<file path="config.mk">
export PLATFORM = sky130hd
export DESIGN_NAME = ex_muldiv_unit
export DESIGN_NICKNAME = d
export VERILOG_FILES = /design/src/rtl/ex_muldiv_unit.sv
export SDC_FILE = /design/constraint.sdc
export NUM_CORES = 1
export LEC_CHECK = 0
export ABC_CLOCK_PERIOD_IN_PS = 5400
export CORE_MARGIN = 4
export CORE_UTILIZATION = 55
export DETAILED_ROUTE_END_ITERATION = 6
export DONT_BUFFER_PORTS = 1
export GPL_TIMING_DRIVEN = 0
export PLACE_DENSITY = 0.75
export SYNTH_ARGS = -nofsm -noshare
export SYNTH_HDL_FRONTEND = slang
export SYNTH_SLANG_ARGS = --single-unit
export TNS_END_PERCENT = 1
</file>
<file path="constraint.sdc">
create_clock -name clk -period 5.4 [get_ports clk]
set_input_delay 1.08 -clock clk [delete_from_list [all_inputs] [get_ports clk]]
set_output_delay 1.08 -clock clk [all_outputs]
set_load 0.05 [all_outputs]
</file>
<file path="src/rtl/ex_muldiv_unit.sv">
// ex_muldiv_unit: iterative RISC-V M-extension execute unit.
// One shift-add (multiply) or restoring-subtract (divide) step per cycle,
// 32 steps per operation. Divide-by-zero and signed overflow complete
// without iterating.
//
// Ports:
//   clk, resetn        rising-edge clock, synchronous active-low reset
//   start_in           request from ID/EX to begin an operation
//   op_in[2:0]         funct3: MUL MULH MULHSU MULHU DIV DIVU REM REMU
//   operand_a_in       rs1 (multiplicand / dividend)
//   operand_b_in       rs2 (multiplier / divisor)
//   rd_address_in      destination register
//   flush_in           abort the in-flight operation
//   result_out         operation result (held outside the result cycle)
//   result_valid_out   one-cycle writeback strobe
//   rd_address_out     destination of the completed operation
//   stall_out          holds the IF/ID and ID/EX registers
module ex_muldiv_unit (
  input  logic        clk,
  input  logic        resetn,
  input  logic        start_in,
  input  logic [2:0]  op_in,
  input  logic [31:0] operand_a_in,
  input  logic [31:0] operand_b_in,
  input  logic [4:0]  rd_address_in,
  input  logic        flush_in,
  output logic [31:0] result_out,
  output logic        result_valid_out,
  output logic [4:0]  rd_address_out,
  output logic        stall_out
);

  typedef enum logic [1:0] {
    IDLE,
    RUN,
    DONE
  } state_t;

  state_t      state;
  logic [2:0]  op_q;
  logic [4:0]  rd_q;
  logic [4:0]  count_q;
  logic        neg_q;
  logic [31:0] addend_q;   // multiplicand magnitude, or divisor magnitude
  logic [63:0] acc_q;      // {partial product | remainder, multiplier | quotient}
  logic        valid_q;

  // Decode of the incoming request
  logic        is_div_in;
  logic        a_signed_in;
  logic        b_signed_in;
  logic        a_neg_in;
  logic        b_neg_in;
  logic [31:0] a_mag_in;
  logic [31:0] b_mag_in;
  logic        neg_in;
  logic        div_zero_in;
  logic        overflow_in;
  logic        bypass_in;
  logic [31:0] special_in;

  always_comb begin
    is_div_in   = op_in[2];
    a_signed_in = (op_in == 3'b001) || (op_in == 3'b010) ||
                  (op_in == 3'b100) || (op_in == 3'b110);
    b_signed_in = (op_in == 3'b001) || (op_in == 3'b100) || (op_in == 3'b110);
    a_neg_in    = a_signed_in && operand_a_in[31];
    b_neg_in    = b_signed_in && operand_b_in[31];
    a_mag_in    = a_neg_in ? (32'd0 - operand_a_in) : operand_a_in;
    b_mag_in    = b_neg_in ? (32'd0 - operand_b_in) : operand_b_in;
    // Remainder follows the dividend; product and quotient follow the xor
    neg_in      = (is_div_in && op_in[1]) ? a_neg_in : (a_neg_in ^ b_neg_in);
    div_zero_in = is_div_in && (operand_b_in == '0);
    overflow_in = is_div_in && !op_in[0] &&
                  (operand_a_in == 32'h8000_0000) && (operand_b_in == '1);
    bypass_in   = div_zero_in || overflow_in;
    if (div_zero_in) begin
      special_in = op_in[1] ? operand_a_in : '1;
    end else begin
      special_in = op_in[1] ? '0 : 32'h8000_0000;
    end
  end

  // One iteration step and the sign-corrected final result
  logic [32:0] mul_sum;
  logic [63:0] mul_next;
  logic [33:0] div_trial;
  logic [63:0] div_next;
  logic [63:0] acc_next;
  logic [63:0] prod_final;
  logic [31:0] quo_final;
  logic [31:0] rem_final;
  logic [31:0] final_result;

  always_comb begin
    mul_sum   = {1'b0, acc_q[63:32]} + (acc_q[0] ? {1'b0, addend_q} : 33'd0);
    mul_next  = {mul_sum, acc_q[31:1]};
    // Trial subtract of divisor from {remainder, next dividend bit}; a
    // negative result restores by keeping the plain shifted value.
    div_trial = {1'b0, acc_q[63:32], acc_q[31]} - {2'b00, addend_q};
    div_next  = div_trial[33] ? {acc_q[62:0], 1'b0}
                              : {div_trial[31:0], acc_q[30:0], 1'b1};
    acc_next  = op_q[2] ? div_next : mul_next;

    prod_final = neg_q ? (64'd0 - acc_next) : acc_next;
    quo_final  = neg_q ? (32'd0 - acc_next[31:0]) : acc_next[31:0];
    rem_final  = neg_q ? (32'd0 - acc_next[63:32]) : acc_next[63:32];

    if (op_q[2]) begin
      final_result = op_q[1] ? rem_final : quo_final;
    end else begin
      final_result = (op_q[1:0] == 2'b00) ? prod_final[31:0] : prod_final[63:32];
    end
  end

  always_ff @(posedge clk) begin
    if (!resetn) begin
      state          <= IDLE;
      op_q           <= '0;
      rd_q           <= '0;
      count_q        <= '0;
      neg_q          <= 1'b0;
      addend_q       <= '0;
      acc_q          <= '0;
      valid_q        <= 1'b0;
      result_out     <= '0;
      rd_address_out <= '0;
    end else begin
      case (state)
        IDLE: begin
          valid_q <= 1'b0;
          if (start_in && !flush_in) begin
            op_q    <= op_in;
            rd_q    <= rd_address_in;
            neg_q   <= neg_in;
            count_q <= '0;
            if (bypass_in) begin
              state          <= DONE;
              valid_q        <= 1'b1;
              result_out     <= special_in;
              rd_address_out <= rd_address_in;
            end else begin
              state <= RUN;
              if (is_div_in) begin
                addend_q <= b_mag_in;
                acc_q    <= {32'd0, a_mag_in};
              end else begin
                addend_q <= a_mag_in;
                acc_q    <= {32'd0, b_mag_in};
              end
            end
          end
        end

        RUN: begin
          if (flush_in) begin
            state <= IDLE;
          end else begin
            acc_q <= acc_next;
            if (count_q == 5'd31) begin
              state          <= DONE;
              valid_q        <= 1'b1;
              result_out     <= final_result;
              rd_address_out <= rd_q;
            end else begin
              count_q <= count_q + 5'd1;
            end
          end
        end

        DONE: begin
          valid_q <= 1'b0;
          state   <= IDLE;
        end

        default: begin
          valid_q <= 1'b0;
          state   <= IDLE;
        end
      endcase
    end
  end

  // A flush arriving in the result cycle must still cancel the writeback,
  // so the registered strobe is gated by the live flush.
  assign result_valid_out = valid_q && !flush_in;

  assign stall_out = resetn &&
                     (((state == IDLE) && start_in && !flush_in) || (state == RUN));

endmodule

</file>
Yosys cells after proc, flatten, opt, wreduce, memory -nomap -nowiden

Cells that the tools add are included.

Logic and storage cells: 112
Bits in registers: 150
Input bits: 76

Add/subtract/negate cells: 8
Mux-type cells: 45
Reductions and logical operators: 32
Bitwise gates (word level): 2
Eq/ne operators: 15

Operators with widths:

| kind                  | count |
|---|---|
| $mux 32               | 17 |
| $mux 64               | 6 |
| $pmux 64 s2           | 1 |
| $sub 1x32->32 const A | 4 |
| $eq 32x32->1 const B  | 2 |
| $pmux 32 s2           | 1 |
| $sub 1x64->64 const A | 1 |
| $mux 5                | 7 |
| $sub 33x32->34        | 1 |
| $add 32x32->33        | 1 |
| $logic_not 32->1      | 1 |
| $pmux 5 s2            | 2 |
| $logic_and 1x1->1     | 12 |
| $ne 2x2->1 const B    | 6 |
| $mux 2                | 4 |
| $reduce_and 4->1      | 2 |
| $logic_or 1x1->1      | 7 |
| $eq 3x3->1 const B    | 2 |
| $reduce_and 2->1      | 3 |
| $add 5x1->5 const B   | 1 |
| $eq 5x5->1 const B    | 1 |
| $mux 1                | 5 |
| $reduce_and 5->1      | 1 |
| $logic_not 2->1       | 2 |
| 11 further kinds      | 12 |

Logic depth before layout (Yosys ltp)

Gate-level depths: netlist of the first run.

Depth in word-level cells: 10
Mapped depth: 25
Gate-level depth less buffers: 22

Worst setup path after synthesis of the first run

Ideal clock, no wire load.

Path type: register to register
Start: register addend_q[4]
End: register result_out[18]
Data required time: 5.326 ns
Period minus slack after synthesis: 4.766 ns
Setup slack: 0.634 ns
Stages on the path, launching flop included: 22
Arrival time: 4.692 ns
Cells stage by stage: dfxtp_1 > inv_1 > ha_1 > a21o_1 > a31oi_4 > a2111oi_4 > o31ai_4 > buf_6 > a21oi_2 > a21o_1 > inv_1 > ha_1 > and2_1 > or4b_1 > nor2_1 > nand2_1 > nor3_1 > nand3_1 > o21ai_1 > xnor2_1 > a221o_1 > a31oi_1

Word-level cells in the longest chain between the ends: 10
Elaborated cells on any way between the ends: 17
Those cells by class: add/sub (5); mux (12)

Ends and longest elaborated chain:

| what                                      | RTL line | source |
|---|---|---|
| from (decl)                               | 44       | `logic [31:0] addend_q;` |
| from (signal assigned)                    | 145      | `addend_q <= b_mag_in;` |
| from (signal assigned)                    | 148      | `addend_q <= a_mag_in;` |
| $sub 33x32->34 or $mux 32 (tied branches) | 100, 96  |  |
| $mux 64 or $add 32x32->33 (tied branches) | 101, 96  |  |
| $mux 64 (*)                               | 103      | `acc_next = op_q[2] ? div_next : mul_next;` |
| $sub 1x64->64 (tied with other cells)     | 105      | `prod_final = neg_q ? (64'd0 - acc_next) : acc_next;` |
| $mux 64 (tied with other cells)           | 105      |  |
| $mux 32 (on tied branches)                | 112, 110 |  |
| $mux 32 (*)                               | 109      | `if (op_q[2]) begin` |
| $mux 32 (*)                               | 160      | `if (count_q == 5'd31) begin` |
| $mux 32 (*)                               | 156      | `if (flush_in) begin` |
| $pmux 32 s2 (*)                           | 129      | `case (state)` |
| to (signal assigned)                      | 140      | `result_out <= special_in;` |
| to (signal assigned)                      | 163      | `result_out <= final_result;` |
| to (decl)                                 | 27       | `output logic [31:0] result_out,` |

Every way passes the cells marked *; elsewhere a longest branch is shown, timed or not. The select of a mux whose other input is x is not followed.
A chain may end at the register's enable or synchronous reset.

Worst setup path in the final report of the first run

Start: register addend_q[16]
End: register result_out[22]

The elaborated chain is that of the path after synthesis.

==> results.json, run 1 <==
{
  "arrival_ps": 5900,
  "synthCells": 2297,
  "antenna_found_initial": 3,
  "fin_crit_sh_pct": 103,
  "htree_levels": 4,
  "relSlewSlack_pct": 6.33,
  "violations": "negative setup slack",
  "numCtsBuffers": 17,
  "fillers": 2699,
  "synthArstFlopShare_pct": 0,
  "fin_ws_ps": -164,
  "routed_wl_mm": 79.8,
  "yosysUniqueCellTypes": 98,
  "grt_use_met3_pct": 18.3,
  "num_vias": 19800,
  "synth_top_family_by_area": "compound AO/OA/AOI/OAI gates",
  "first_pass_iters": 7,
  "synth-simple-area-share_pct": 24.6,
  "ios": 115,
  "utilization_pct": 61.5,
  "final.min_clock_period_ps": 5560,
  "synthFlopType": "dfxtp_1",
  "status": "finished, violations left",
  "synth_fa_ha_area_share_pct": 5.68,
  "dieArea_um2": 32600,
  "crit_buf_inv": 5,
  "drcViolationCount": 0,
  "hold_class": "reg2reg",
  "grt_pass1_wl_mm": 116,
  "tightestPinTransition_ps": 1410,
  "syn_nets": 2446,
  "gp_congestion": 1.14,
  "synth_compound_area_share_pct": 33.3,
  "layout-drive-gt1-share_pct": 7.70,
  "via_per_inst": 7.27,
  "synth_mux_area_share_pct": 2.94,
  "rows": 62,
  "r2r_start": "addend_q[16]",
  "postLayoutCellArea_um2": 17800,
  "worstSkewPairLatency_ps": 440,
  "track_usage_pct": 46.2,
  "crit_start": "addend_q[16]",
  "crit_type": "reg2reg",
  "initial_core_util_pct": 56.4,
  "cp.required_ps": 5740,
  "leakage_nw": 6.85,
  "coreArea_um2": 29000,
  "synthTopCellsByArea": "dfxtp_1 (18%), nand2_1 (6.4%), xnor2_1 (5.8%), ha_1 (5.4%), o21ai_0 (5.3%)",
  "cts-root-buf": "clkbuf_16",
  "die_h_um": 180,
  "yosysTopAreaCell": "dfxtp_1",
  "area_growth_pct": 9.11,
  "yosysSeqAreaShare_pct": 18.4,
  "grt_pass1_vias": 18300,
  "vdd_drop_max_mv": 0.206,
  "holdBufCountCts": 0,
  "drt_iter0_markers": 2979,
  "cp_top_family": "compound AO/OA/AOI/OAI gates",
  "post_drt_wl_per_cell_um": 29.3,
  "yosysMostFrequentCell": "nand2_1",
  "dp.cells": 2681,
  "cts_tree": "built",
  "synth_top_area_share_pct": 18.4,
  "hp-start": "rd_q[3]",
  "port_buffers": 0,
  "netlist_area_um2": 16400,
  "stdcell_count": 2723,
  "regArea_um2": 3010,
  "cp_cell_sequence": "inv_1 > ha_1 > clkbuf_1 > a21oi_1 > o21ai_0 > a21o_1 > o31ai_4 > buf_6 > a21oi_2 > a21o_1 > inv_1 > ha_1 > and2_2 > or4b_4 > nor2_4 > nand2_2 > nor3_4 > buf_4 > nand3_4 > o21ai_0 > xnor2_1 > o221ai_1 > and3_1",
  "ys_top_cells_by_count": "nand2_1 (278), o21ai_0 (174), nor2_1 (173), dfxtp_1 (150), a21oi_1 (143)",
  "synth_xor_area_share_pct": 9.64,
  "gr-total-overflow": 0,
  "cp_slowest_stage_delay_ps": 520,
  "multiInputGateArea_um2": 12800,
  "slowest_stage": "or4b_4",
  "finClkSkew_ps": 14.2,
  "timing.max_cap.violations": 0,
  "use_met1_pct": 57.7,
  "rsz0062_at_grt": "true",
  "yosys_register_bits": 150,
  "syn_area_per_cell_um2": 7.12,
  "grt_max_degree": 20,
  "slew_violations": 0,
  "ant_nets": 0,
  "crit_fanout": 10,
  "layout.nets": 2473,
  "synth_edf_count": 0,
  "p_per_area_nw_per_um2": 222,
  "die_w_um": 180,
  "worstSetupStartpointType": "flip-flop",
  "place_ws_ps": -1470,
  "use_met2_pct": 67.6,
  "ys_warn_count": 0,
  "dpl.hpwl_mm": 63.7,
  "end_kind": "flip-flop",
  "clkSinkCount": 150,
  "busiest_layer": "met2",
  "finalSetupViolCount": 9,
  "hold_viol": 0,
  "fmax_mhz": 180,
  "cts_buffer_depth": 2,
  "clk_pin_slew_ps": 80,
  "placement.cell_area_um2": 16800
}
## stage by stage
stage	setup TNS [ps]	hold WS [ps]	power (mW)
final	-515	473	3.96
after global routing	-1370	506	4.05
after CTS	-128	472	3.83
after detailed placement	-16750	461	2.55
after global placement	-15350	453	2.54
after floorplan	0	444	2.11
## kinds of logic after synthesis
group,count (synthesis)
and+or+nand+nor,826
AOI/OAI and AO/OA,793
buffers and inverters,229
xor gates and xnor gates,180
DFF,150
adders and majority gates,73
muxes,46
## power breakdown
| group | total, mW | switching, mW | internal [mW] |
|---|---|---|---|
| registers | 1.21 | 0.0597 | 1.15 |
| clock network | 1.30 | 0.593 | 0.704 |
| logic | 1.46 | 1.00 | 0.455 |
| total | 3.96 | 1.65 | 2.31 |
## sequential cells by signal, summed over array words and instances, names as in the netlist
name	flops
acc_q	64
addend_q	32
count_q	5
neg_q	1
op_q	3
rd_address_out	5
rd_q	5
result_out	32
state	2
valid_q	1
## cells in the final DEF (no fill, tap or decap), types with 30 or more instances in the layout
cell type    n
a211oi_1    30
a21boi_0    40
a21oi_1    138
and2_1      51
clkbuf_1   120
dfxtp_1    143
ha_1        70
inv_1       68
mux2i_1     39
nand2_1    276
nand3_1     58
nand4_1     44
nor2_1     169
nor2b_1     46
nor3_1      42
o211a_1     31
o211ai_1    90
o21ai_0    170
xnor2_1    108
xor2_1      70
## metal layers
metal	share of wire [%]	vias up	routed length, µm
met1	37	9246	29300
met5	0.030	-	24
met2	40	1626	32000
met3	15	414	12200
met4	7.9	4	6300
li1	-	8503	-
## worst register-to-register path: cells and delay by family (launching register included)
family | cells | cell delay, ps
buf+inv | 5 | 710
fa+ha+maj | 2 | 460
simple gates | 7 | 1680
flops | 1 | 430
xor+xnor | 1 | 250
compound gates | 8 | 1940
## layout make-up
| class | instances | area share, % |
|---|---|---|
| buffer | 158 | 3.65 |
| antenna | 2 | 0.0281 |
| clock inverter | 15 | 1.02 |
| tap | 384 | 2.69 |
| inverter | 70 | 1.47 |
| clock buffer | 17 | 2.38 |
| multi-input combinational | 1918 | 71.5 |
| sequential | 150 | 16.9 |
| timing repair buffer | 9 | 0.379 |
## worst paths after layout
| check | endpoint | slack, ps | cells after the start |
|---|---|---|---|
| worst max-delay path | result_out[22] | -160 | 23 |
| worst min register to register | rd_q[3] | 470 | 2 |
| worst min-delay path | rd_q[3] | 470 | 2 |
| worst max register to register | result_out[22] | -160 | 23 |
## timing repair
item | CTS | global route
pin swaps | 6 | 9
setup buffers | 7 | 2
gates resized for setup | 38 | 36
setup endpoints to repair | 30 | 30
Power figures use the tool's default switching activity.
==> run 2, diff against run 1 <==
--- a/config.mk
+++ b/config.mk
@@ -5,7 +5,7 @@
 export SDC_FILE = /design/constraint.sdc
 export NUM_CORES = 1
 export LEC_CHECK = 0
-export ABC_CLOCK_PERIOD_IN_PS = 5400
+export ABC_CLOCK_PERIOD_IN_PS = 6500
 export CORE_MARGIN = 4
 export CORE_UTILIZATION = 55
 export DETAILED_ROUTE_END_ITERATION = 6
==> constraint.sdc (replaced) <==
create_clock -name clk -period 6.5 [get_ports clk]
set_input_delay 1.3 -clock clk [delete_from_list [all_inputs] [get_ports clk]]
set_output_delay 1.3 -clock clk [all_outputs]
set_load 0.05 [all_outputs]
==> run 2 against run 1 <==
Net effect: cell area is 2.0% lower; setup slack better by 190 ps; cell count is 0.37% lower; global-route usage is 0.17 points lower; the run now ends clean; flip-flop and latch count stayed put; routed wire length is 0.67% lower; sequential share of layout area is 0.30 points higher; hold slack better by 5.4 ps; largest cell class unchanged; non-clock buffer count is 8 lower; fmax is 14% lower; clock power is 17% lower; die area stayed put.
==> results.json, run 2 (same netlist as run 1, synthesis figures left out) <==
{
  "slew_violations": 0,
  "grt_pass1_vias": 18200,
  "utilization_pct": 60.2,
  "via_per_inst": 7.25,
  "final_common_cell": "nand2_1",
  "reg_top3": "acc_q (64), addend_q (32), result_out (32)",
  "leakage_nw": 6.73,
  "placement.cell_area_um2": 16800,
  "finalPower_mw": 3.26,
  "worstSkewPairLatency_ps": 450,
  "antenna_cells": 0,
  "port_buffers": 0,
  "cp_top_family": "simple AND/OR/NAND/NOR gates",
  "postLayoutCellArea_um2": 17500,
  "crit_buf_inv": 5,
  "rows": 62,
  "worstSetupStartpointType": "flip-flop",
  "layout_common_cells": "nand2_1 (278), o21ai_0 (173), nor2_1 (172), dfxtp_1 (150), a21oi_1 (143)",
  "track_usage_pct": 46.1,
  "first_pass_iters": 7,
  "reg2reg_slack_ps": 20,
  "p_per_area_nw_per_um2": 187,
  "r2r_cells": 23,
  "ios": 115,
  "r2r_end": "result_out[22]",
  "fmax_mhz": 154,
  "slowest_stage": "or4b_1",
  "coreArea_um2": 29000,
  "final.min_clock_period_ps": 6480,
  "layout-drive-gt1-share_pct": 5.24,
  "cp.depth": 23,
  "drcViolationCount": 0,
  "layout.nets": 2465,
  "gr-total-overflow": 0,
  "crit_type": "reg2reg",
  "clk_pin_slew_ps": 80,
  "cts_tree": "built",
  "clkSinkCount": 150,
  "tightestPinTransition_ps": 1470,
  "dpl.hpwl_mm": 63.7,
  "post_drt_wl_per_cell_um": 29.2,
  "regMostFlops": "acc_q",
  "hold_class": "reg2reg",
  "fin_crit_sh_pct": 99.7,
  "cp.required_ps": 6840,
  "grt_pass1_wl_mm": 115,
  "gp_congestion": 1.14,
  "cp_slowest_stage_delay_ps": 560,
  "routed_wl_mm": 79.2,
  "dieArea_um2": 32600,
  "status": "finished, final reports clean",
  "ant_nets": 0,
  "antenna_found_initial": 3,
  "cp_cell_sequence": "inv_1 > ha_1 > clkbuf_1 > a21oi_1 > o21ai_1 > a221oi_2 > and2_1 > buf_4 > buf_2 > a21oi_2 > a21o_1 > inv_1 > ha_1 > and2_1 > or4b_1 > nor2_2 > nand2_1 > nor3_4 > nand3_2 > o21ai_0 > xnor2_1 > o221ai_1 > and3_1",
  "die_w_um": 180,
  "rsz0062_at_grt": "false",
  "area_growth_pct": 6.89,
  "end_kind": "flip-flop",
  "numCtsBuffers": 17,
  "worstHoldEndpoint": "rd_q[3]",
  "largest_register_ffs": 64,
  "finalSetupViolCount": 0,
  "die_h_um": 180,
  "crit_fanout": 10,
  "hold_viol": 0,
  "initial_core_util_pct": 56.4,
  "relSlewSlack_pct": 1.73,
  "hp-start": "rd_q[3]",
  "htree_levels": 4,
  "drt_iter0_markers": 3171,
  "num_vias": 19700,
  "hold_depth": 2,
  "cts_buffer_depth": 2,
  "vdd_drop_max_mv": 0.174,
  "r2r_start": "addend_q[18]",
  "timing.max_cap.violations": 0,
  "cts_setup_buffers": 0,
  "cts-root-buf": "clkbuf_16",
  "finClkSkew_ps": 14.2,
  "arrival_ps": 6820,
  "grt_max_degree": 17
}
## run 2: what timing repair did
item / in CTS / in global routing
pin swaps: 0 / 1
cloned: 0 / 0
resized for setup: 3 / 5
hold buffers: 0 / 0
endpoints found under the hold margin: 0 / 0
endpoints found under the setup margin: 5 / 8
## run 2: worst max path at each step
stage	to	slack, ps	from
5_1_grt	result_out[18]	20	addend_q[18]
3_3_place_gp	result_out[14]	-310	addend_q[20]
6_report	result_out[22]	20	addend_q[18]
2_1_floorplan	stall_out	1620	flush_in
4_1_cts	result_out[22]	140	addend_q[18]
3_5_place_dp	result_out[14]	-370	addend_q[18]
## run 2: stage by stage
| step | instances | hold WS [ps] | TNS [ps] | setup WS, ps |
|---|---|---|---|---|
| after floorplan | 2297 | 444 | 0 | 1620 |
| after global placement | 2681 | 453 | -1200 | -313 |
| after detailed placement | 2681 | 461 | -1480 | -365 |
| after CTS | 2713 | 472 | 0 | 136 |
| after global routing | 2713 | 506 | 0 | 19.8 |
| final | 2713 | 479 | 0 | 22.4 |
## run 2: worst min-delay path: cells and delay by family (launching register included)
kind	cells	cell delay (ps)
flops	1	320
simple gates	1	50
compound gates	1	70
## run 2: cell type report
type | instances | area, µm²
plain buffers | 159 | 647
well taps | 384 | 480
inverters | 70 | 263
multi-input cells | 1918 | 12500
flip-flops and latches | 150 | 3000
clock buffers | 17 | 425
fillers | 2760 | 11500
clock inverters | 15 | 183
## run 2: power by group
part	internal (mW)	total [mW]	switching, mW	leakage [nW]
sequential	0.953	1.00	0.0499	1.22
clock	0.584	1.08	0.496	0.297
combinational	0.364	1.18	0.814	5.21
total	1.90	3.26	1.36	6.73
## run 2: layer usage
layer  GRT usage [%]  up-vias  wire length, µm
met1            57.3     9149            28500
met2            67.3     1670            31800
li1                -     8470                -
met4            26.1        2             6160
met3            18.8      382            12800
met5               0        -               23
